## src/rtl/student_bus_arbiter8_pkg.sv

```systemverilog
// Shared constants and FSM encoding for the eight-way round-robin bus arbiter.
package student_bus_arbiter8_pkg;

  localparam int NUM_REQ = 8;
  localparam int BUS_W   = 16;
  localparam int IDX_W   = 3;

  typedef enum logic {
    IDLE  = 1'b0,
    GRANT = 1'b1
  } state_t;

endpackage

```

## src/rtl/student_bus_arbiter8_rr_pick.sv

```systemverilog
// Rotating priority search: first set bit of req at or after start, wrapping 7 -> 0.
import student_bus_arbiter8_pkg::*;

module student_rr_pick8 (
  input  logic [NUM_REQ-1:0] req,
  input  logic [IDX_W-1:0]   start,
  output logic [IDX_W-1:0]   idx,
  output logic               any
);

  logic [IDX_W-1:0] pos;

  // Walk offsets from farthest to nearest so the nearest hit is written last.
  always_comb begin
    idx = '0;
    any = 1'b0;
    pos = '0;
    for (int i = NUM_REQ - 1; i >= 0; i--) begin
      pos = start + IDX_W'(i);
      if (req[pos]) begin
        idx = pos;
        any = 1'b1;
      end
    end
  end

endmodule

```

## src/rtl/student_mux8way16.sv

```systemverilog
// Eight-way 16-bit combinational mux; sel = 0 picks a ... sel = 7 picks h.
module student_mux8way16 (
  input  logic [15:0] a,
  input  logic [15:0] b,
  input  logic [15:0] c,
  input  logic [15:0] d,
  input  logic [15:0] e,
  input  logic [15:0] f,
  input  logic [15:0] g,
  input  logic [15:0] h,
  input  logic [2:0]  sel,
  output logic [15:0] out
);

  always_comb begin
    out = a;
    case (sel)
      3'd0: out = a;
      3'd1: out = b;
      3'd2: out = c;
      3'd3: out = d;
      3'd4: out = e;
      3'd5: out = f;
      3'd6: out = g;
      3'd7: out = h;
      default: out = a;
    endcase
  end

endmodule

```

## src/rtl/student_bus_arbiter8.sv

```systemverilog
// Round-robin owner of a shared 16-bit bus with a hold limit under contention.
import student_bus_arbiter8_pkg::*;

module student_bus_arbiter8 #(
  parameter int HOLD_MAX = 4,
  parameter int CNT_W    = 3
) (
  input  logic                 clk,
  input  logic                 rst_n,
  input  logic [NUM_REQ-1:0]   req,
  input  logic [BUS_W-1:0]     a,
  input  logic [BUS_W-1:0]     b,
  input  logic [BUS_W-1:0]     c,
  input  logic [BUS_W-1:0]     d,
  input  logic [BUS_W-1:0]     e,
  input  logic [BUS_W-1:0]     f,
  input  logic [BUS_W-1:0]     g,
  input  logic [BUS_W-1:0]     h,
  output logic [NUM_REQ-1:0]   gnt,
  output logic [IDX_W-1:0]     gnt_idx,
  output logic                 gnt_valid,
  output logic [BUS_W-1:0]     bus_out,
  output logic                 bus_valid
);

  state_t             state, state_n;
  logic [IDX_W-1:0]   ptr;
  logic [CNT_W-1:0]   hold_cnt;
  logic [NUM_REQ-1:0] cand;
  logic [IDX_W-1:0]   pick_idx;
  logic               pick_any;
  logic               issue, go_idle;
  logic [BUS_W-1:0]   mux_out;

  // ptr always equals owner+1 while granted, so one picker serves both the
  // idle scan and the handoff scan; masking the owner leaves only contenders.
  assign cand = req & ~gnt;

  student_rr_pick8 u_pick (
    .req   (cand),
    .start (ptr),
    .idx   (pick_idx),
    .any   (pick_any)
  );

  student_mux8way16 u_mux (
    .a   (a),
    .b   (b),
    .c   (c),
    .d   (d),
    .e   (e),
    .f   (f),
    .g   (g),
    .h   (h),
    .sel (gnt_idx),
    .out (mux_out)
  );

  always_comb begin
    state_n = state;
    issue   = 1'b0;
    go_idle = 1'b0;
    case (state)
      IDLE: begin
        if (pick_any) begin
          issue   = 1'b1;
          state_n = GRANT;
        end
      end
      GRANT: begin
        if (!req[gnt_idx]) begin
          if (pick_any) begin
            issue = 1'b1;
          end else begin
            go_idle = 1'b1;
            state_n = IDLE;
          end
        end else if (hold_cnt == CNT_W'(HOLD_MAX) && pick_any) begin
          issue = 1'b1;
        end
      end
      default: state_n = IDLE;
    endcase
  end

  always_ff @(posedge clk or negedge rst_n) begin
    if (!rst_n) begin
      state     <= IDLE;
      ptr       <= '0;
      hold_cnt  <= '0;
      gnt       <= '0;
      gnt_idx   <= '0;
      gnt_valid <= 1'b0;
      bus_out   <= '0;
      bus_valid <= 1'b0;
    end else begin
      state <= state_n;
      if (issue) begin
        gnt       <= NUM_REQ'(1) << pick_idx;
        gnt_idx   <= pick_idx;
        gnt_valid <= 1'b1;
        ptr       <= pick_idx + IDX_W'(1);
        hold_cnt  <= CNT_W'(1);
      end else if (go_idle) begin
        gnt       <= '0;
        gnt_idx   <= '0;
        gnt_valid <= 1'b0;
        hold_cnt  <= '0;
      end else if (state == GRANT && hold_cnt != CNT_W'(HOLD_MAX)) begin
        hold_cnt <= hold_cnt + CNT_W'(1);
      end
      bus_out   <= gnt_valid ? mux_out : '0;
      bus_valid <= gnt_valid;
    end
  end

endmodule

```

## config.mk

```make
export PLATFORM = sky130hd
export DESIGN_NAME = student_bus_arbiter8
export DESIGN_NICKNAME = d
export VERILOG_FILES = /design/src/rtl/student_bus_arbiter8_pkg.sv /design/src/rtl/student_bus_arbiter8_rr_pick.sv /design/src/rtl/student_mux8way16.sv /design/src/rtl/student_bus_arbiter8.sv
export SDC_FILE = /design/constraint.sdc
export NUM_CORES = 1
export LEC_CHECK = 0
export BUFFER_PORTS_ARGS = -buffer_cell sky130_fd_sc_hd__clkbuf_2
export CAP_MARGIN = 20
export CORE_ASPECT_RATIO = 0.75
export CORE_UTILIZATION = 24
export DETAILED_ROUTE_END_ITERATION = 8
export GPL_TIMING_DRIVEN = 0
export PLACE_DENSITY = 0.52
export SLEW_MARGIN = 20
export SYNTH_ARGS = -nofsm -noshare
export SYNTH_HDL_FRONTEND = slang
export SYNTH_SLANG_ARGS = --single-unit
```

## constraint.sdc

```tcl
create_clock -name clk -period 3.5 [get_ports clk]
set_clock_uncertainty 0.05 [all_clocks]
set_input_delay 0.175 -clock clk [delete_from_list [all_inputs] [get_ports clk]]
set_output_delay 0.175 -clock clk [all_outputs]
set_load 0.02 [all_outputs]
```

Yosys cells after proc, flatten, opt, wreduce, memory -nomap -nowiden
Index checks and enable logic that the tools add are counted.

Bits in latches: 0. Output and inout port bits: 29. Memories kept: 0. Bits in writable memories: 0. ROM bits: 0. Bits of input ports: 138. Word-level logic and storage cells: 98. Register bits: 36.

Reductions and logical operators: 5. Shift operators: 1. Equal/unequal tests: 9. Magnitude comparators: 9. Bitwise logic cells: 3. Add/subtract/negate cells: 9. Divide/modulo/power cells: 0. $mul: 0. Mux-type cells: 54.

Operator list (number): $pmux 16 s8 (1); $mux 3 (13); $lt 3x4->1 const B (9); $bmux 1 s3 (9); $mux 1 (26); $mux 16 (1); $mux 8 (2); $eq 3x3->1 const B (5); $add 3x3->3 const B (4); $add 3x1->3 const B (3); $and 8x8->8 (1); $not 8->8 (1); $shl 1x3->8 const A (1); $add 3x2->3 const B (2); $eq 3x2->1 const B (2); $pmux 1 s2 (2); $eq 3x1->1 const B (1); $logic_not 3->1 (1); $ne 3x3->1 const B (1); $reduce_bool 3->1 (1); $logic_and 1x1->1 (2); $reduce_bool 2->1 (1); $not 1->1 (1).

Longest topological paths before layout
Depth in word-level cells: 17. Depth in mapped cells: 15.

By module
A second synthesis with hierarchy kept.

Cells, all modules: 443. Area total of the unflattened synthesis: 3767.4 µm².

Modules (own cells, without submodules): student_bus_arbiter8 (area each 1870.5 µm², cells an instance 176, instances 1, sequential area each 900.9 µm²); student_mux8way16 (area each 1114.8 µm², cells an instance 177, instances 1, sequential area each 0.0 µm²); student_rr_pick8 (area each 782.0 µm², cells an instance 90, instances 1, sequential area each 0.0 µm²).

Worst setup path before layout
Ideal clock, no wire load.

Kind: register to register. Start point: register ptr[0]. End point: register ptr[2]. Period minus slack after synthesis: 3312 ps. Arrival time: 3134 ps. Stages on the path, launching flop included: 16. Path buffers: 2. Library setup time: 128 ps. Path slack: 188 ps. Required time: 3322 ps. Cells stage by stage: dfrtp_1 inv_2 buf_6 ha_1 clkbuf_1 xor2_1 mux4_2 mux2i_1 a31o_1 o21ai_2 a311oi_2 inv_1 ha_1 ha_1 nand2_1 o21ai_0.

Cells in the longest elaborated chain, start to end: 15.

Ends and longest elaborated chain: start: declaration (RTL line student_bus_arbiter8.sv:27) `logic [IDX_W-1:0] ptr;`; start signal: assignment (RTL line student_bus_arbiter8.sv:102) `ptr <= pick_idx + IDX_W'(1);`; $add 3x3->3 (RTL line student_bus_arbiter8_rr_pick.sv:19) `pos = start + IDX_W'(i);`; $bmux 1 s3 (RTL line student_bus_arbiter8_rr_pick.sv:20) `if (req[pos]) begin`; $mux 1 (implied by the code) (RTL line student_bus_arbiter8_rr_pick.sv:20); $mux 1 (8 in a row) (RTL line student_bus_arbiter8_rr_pick.sv:20); $logic_and 1x1->1 (RTL line student_bus_arbiter8.sv:78) `end else if (hold_cnt == CNT_W'(HOLD_MAX) && pick_any) begin`; $mux 1 (RTL line student_bus_arbiter8.sv:78); $mux 1 (RTL line student_bus_arbiter8.sv:71) `if (!req[gnt_idx]) begin`; $pmux 1 s2 (RTL line student_bus_arbiter8.sv:63) `case (state)`.

Several ways; a longest one is shown, not always the timed one. The select of a mux whose other input is x is not followed. A chain may end at the register's enable or synchronous reset.

Final worst setup path
Start point: register ptr[1]. End point: register ptr[2].

Same word-level chain as after synthesis.

==> results.ini <==
[outcome]
status=complete, but fails checks
failed_checks=negative hold slack

[logic_synthesis]
synth_area_leader_cell=dfrtp_1
synth_top_family_by_area=compound AO/OA/AOI/OAI gates
synthMostInstantiatedCell=nor2_1
synth_seq_cells=36
synth_nets=553
ys.flop_type=dfrtp_1
ys_types=64
synth_warnings=0
synth-simple-area-share_pct=16.3
synthMuxAreaShare_pct=23.9
synthesis.area_sq_mm=0.00363
synth_area_leaders=dfrtp_1 (25%), mux4_2 (14%), mux2i_1 (7.4%), nor2_1 (4.3%), o21ai_0 (3.7%)
seq_area_frac_synth_pct=24.8
synth_edf_count=0
yosys.area_share.xor_xnor_pct=0.966
async_flop_share_pct=100
syn_inst=405
synth.avg_cell_area_sq_um=8.96
synth_top_area_share_pct=24.8
synth_compound_area_share_pct=24.5
synthAdderAreaFrac_pct=3.45
synth.top_cells.by_count=nor2_1 (42), dfrtp_1 (36), nand2_1 (29)

[place]
port-buffer-count=166
place_ws_ns=-0.658
place_congestion=0.922
placed_cells=771
placed_cell_area_sq_mm=0.00471
dp_hpwl_um=11600

[timing]
setup_violations=0
finalSetupTns_ns=0
maxSlewHeadroom_pct=39.1
period_share_pct=97.8
worst_slew_pin_slew_ns=0.913
fmax_ghz=0.292
timing.final.ws_setup_ns=0.0762
hold_viol=36
timing.hold.ws_ns=-0.0317
layout_min_cycle_time_ns=3.42
slew_violations=0

[clocking]
cts_made_buffers=5
cts.sinks=36
hold_buffers=0
cts.path.max_buffers=2
clk_latency_ns=0.28
cts_tree=built
clk_pin_slew_worst_paths_ns=0.06
htree_num_levels=2
root_buffer=clkbuf_16

[cells_and_area]
fin_nets=734
drive_gt1_share_pct=41.2
fillers=1519
post-route-util_pct=34.4
area_growth_pct=38.4
fin_area_sq_mm=0.00502
final_cells=787
diodes=0

[critical_path]
cp_slowest_cell=dfrtp_1
crit_path_start_kind=flop
worst_setup_path_end_kind=flop
critPathMaxStageDelay_ns=0.44
worstSetupPathType=reg2reg
path_cells=inv_2 -> ha_4 -> xor2_4 -> mux4_2 -> mux2i_2 -> a31o_1 -> o21ai_2 -> a311oi_4 -> inv_1 -> ha_2 -> ha_1 -> nand2_1 -> o21ai_0
cp_max_fo=7
worstPathRequired_ns=3.60
arrival_ns=3.53

[pwr]
power.leakage_nw=2.31
power_mw=5.39
peakVddDrop_mv=0.255
p_per_area_mw_per_mm2=1070

[route]
route.vias.total=4078
vias_per_cell=5.18
drtIter0Drc=323
ant_nets=0
drcViolationCount=0
dr.pass1.iters=5
wl_um=14200
wl_per_cell_um=18.1

[floorplan]
die_w_um=144
rows=38
boundaryPins=167
fp.dieArea_sq_mm=0.0156
start_util_pct=24.9
die_y_um=108
core_area_sq_mm=0.0146

[global_route]
first_global_vias=4065
grt_overflow_total=0
grt_max_degree=37
antenna_found_initial=0
grtUsageTotal_pct=19.0
grt_pass1_wl_um=22500

[min_path]
min_path_type=in2async

[job]
maxCapViolations=0

## final cells by class
type                       instances  area [sq um]  area share [%]
multi-input combinational        319          2600            51.8
inverter                          20          77.6            1.54
timing repair buffer             175           898            17.9
tap                              200           250            4.98
clock buffer                       8           146            2.92
buffer                            29           149            2.97
sequential                        36           901            17.9
## sequential cells by signal, indices dropped and copies added, names as in the netlist
name       count
bus_out       16
bus_valid      1
gnt            8
gnt_idx        3
gnt_valid      1
hold_cnt       3
ptr            3
state          1
## report_power, final
group	internal [mW]	switching, mW	total (mW)
Combinational	1.73	2.51	4.24
Clock	0.284	0.163	0.446
Sequential	0.597	0.101	0.698
Total	2.61	2.77	5.39
## layer usage
| layer | vias to the layer above | track usage, % | share of wire (%) | routed length (um) |
|---|---|---|---|---|
| met3 | 20 | 3.63 | 6.6 | 939 |
| met4 | 0 | 4.48 | 1.8 | 250 |
| met2 | 163 | 29.6 | 46 | 6530 |
| met5 | - | 0 | 0 | 0 |
| met1 | 1999 | 26.7 | 46 | 6490 |
| li1 | 1896 | - | - | - |
## path summary, 6_finish.rpt
path | end | slack [ns] | cells after the start | from
worst max-delay path | ptr[2] | 0.08 | 13 | ptr[1]
worst min-delay path | bus_out[12] | -0.03 | 1 | rst_n
max in group asynchronous | bus_out[3] | 2.86 | 1 | rst_n
min in group clk | bus_out[9] | 0.09 | 3 | e[9]
worst max register to register | ptr[2] | 0.08 | 13 | ptr[1]
worst min register to register | hold_cnt[2] | 0.46 | 1 | state
## worst max-delay path, delay by kind of cell, from the launching register on
kind            cells  cell delay (ns)
mux                 2             0.64
buf+inv             2             0.33
xor+xnor            1             0.28
fa+ha+maj           3             0.72
simple gates        1             0.07
flops               1             0.44
compound gates      4             0.76
## cells in the final DEF, fill, tap and decap left out, drive strengths merged, types with 6 or more instances in the layout
| cell type | instances |
|---|---|
| a211oi | 15 |
| a21oi | 27 |
| a221oi | 6 |
| a31oi | 6 |
| buf | 18 |
| clkbuf | 194 |
| dfrtp | 36 |
| ha | 10 |
| inv | 19 |
| mux2 | 7 |
| mux2i | 27 |
| mux4 | 23 |
| nand2 | 29 |
| nand2b | 12 |
| nor2 | 42 |
| o21ai | 29 |
| o22ai | 14 |
## cells by family after synthesis
group,Yosys count
AOI/OAI and AO/OA,129
xor gates and xnor gates,4
adders and majority gates,10
and+or+nand+nor,119
muxes,57
DFF,36
buffers and inverters,50
## repair_timing
| item | in CTS | in global routing |
|---|---|---|
| setup buffers | 0 | 9 |
| pin swaps | 1 | 1 |
| setup endpoints to repair | 12 | 3 |
| gates resized for setup | 10 | 7 |
(Power assumes the default switching activity.)
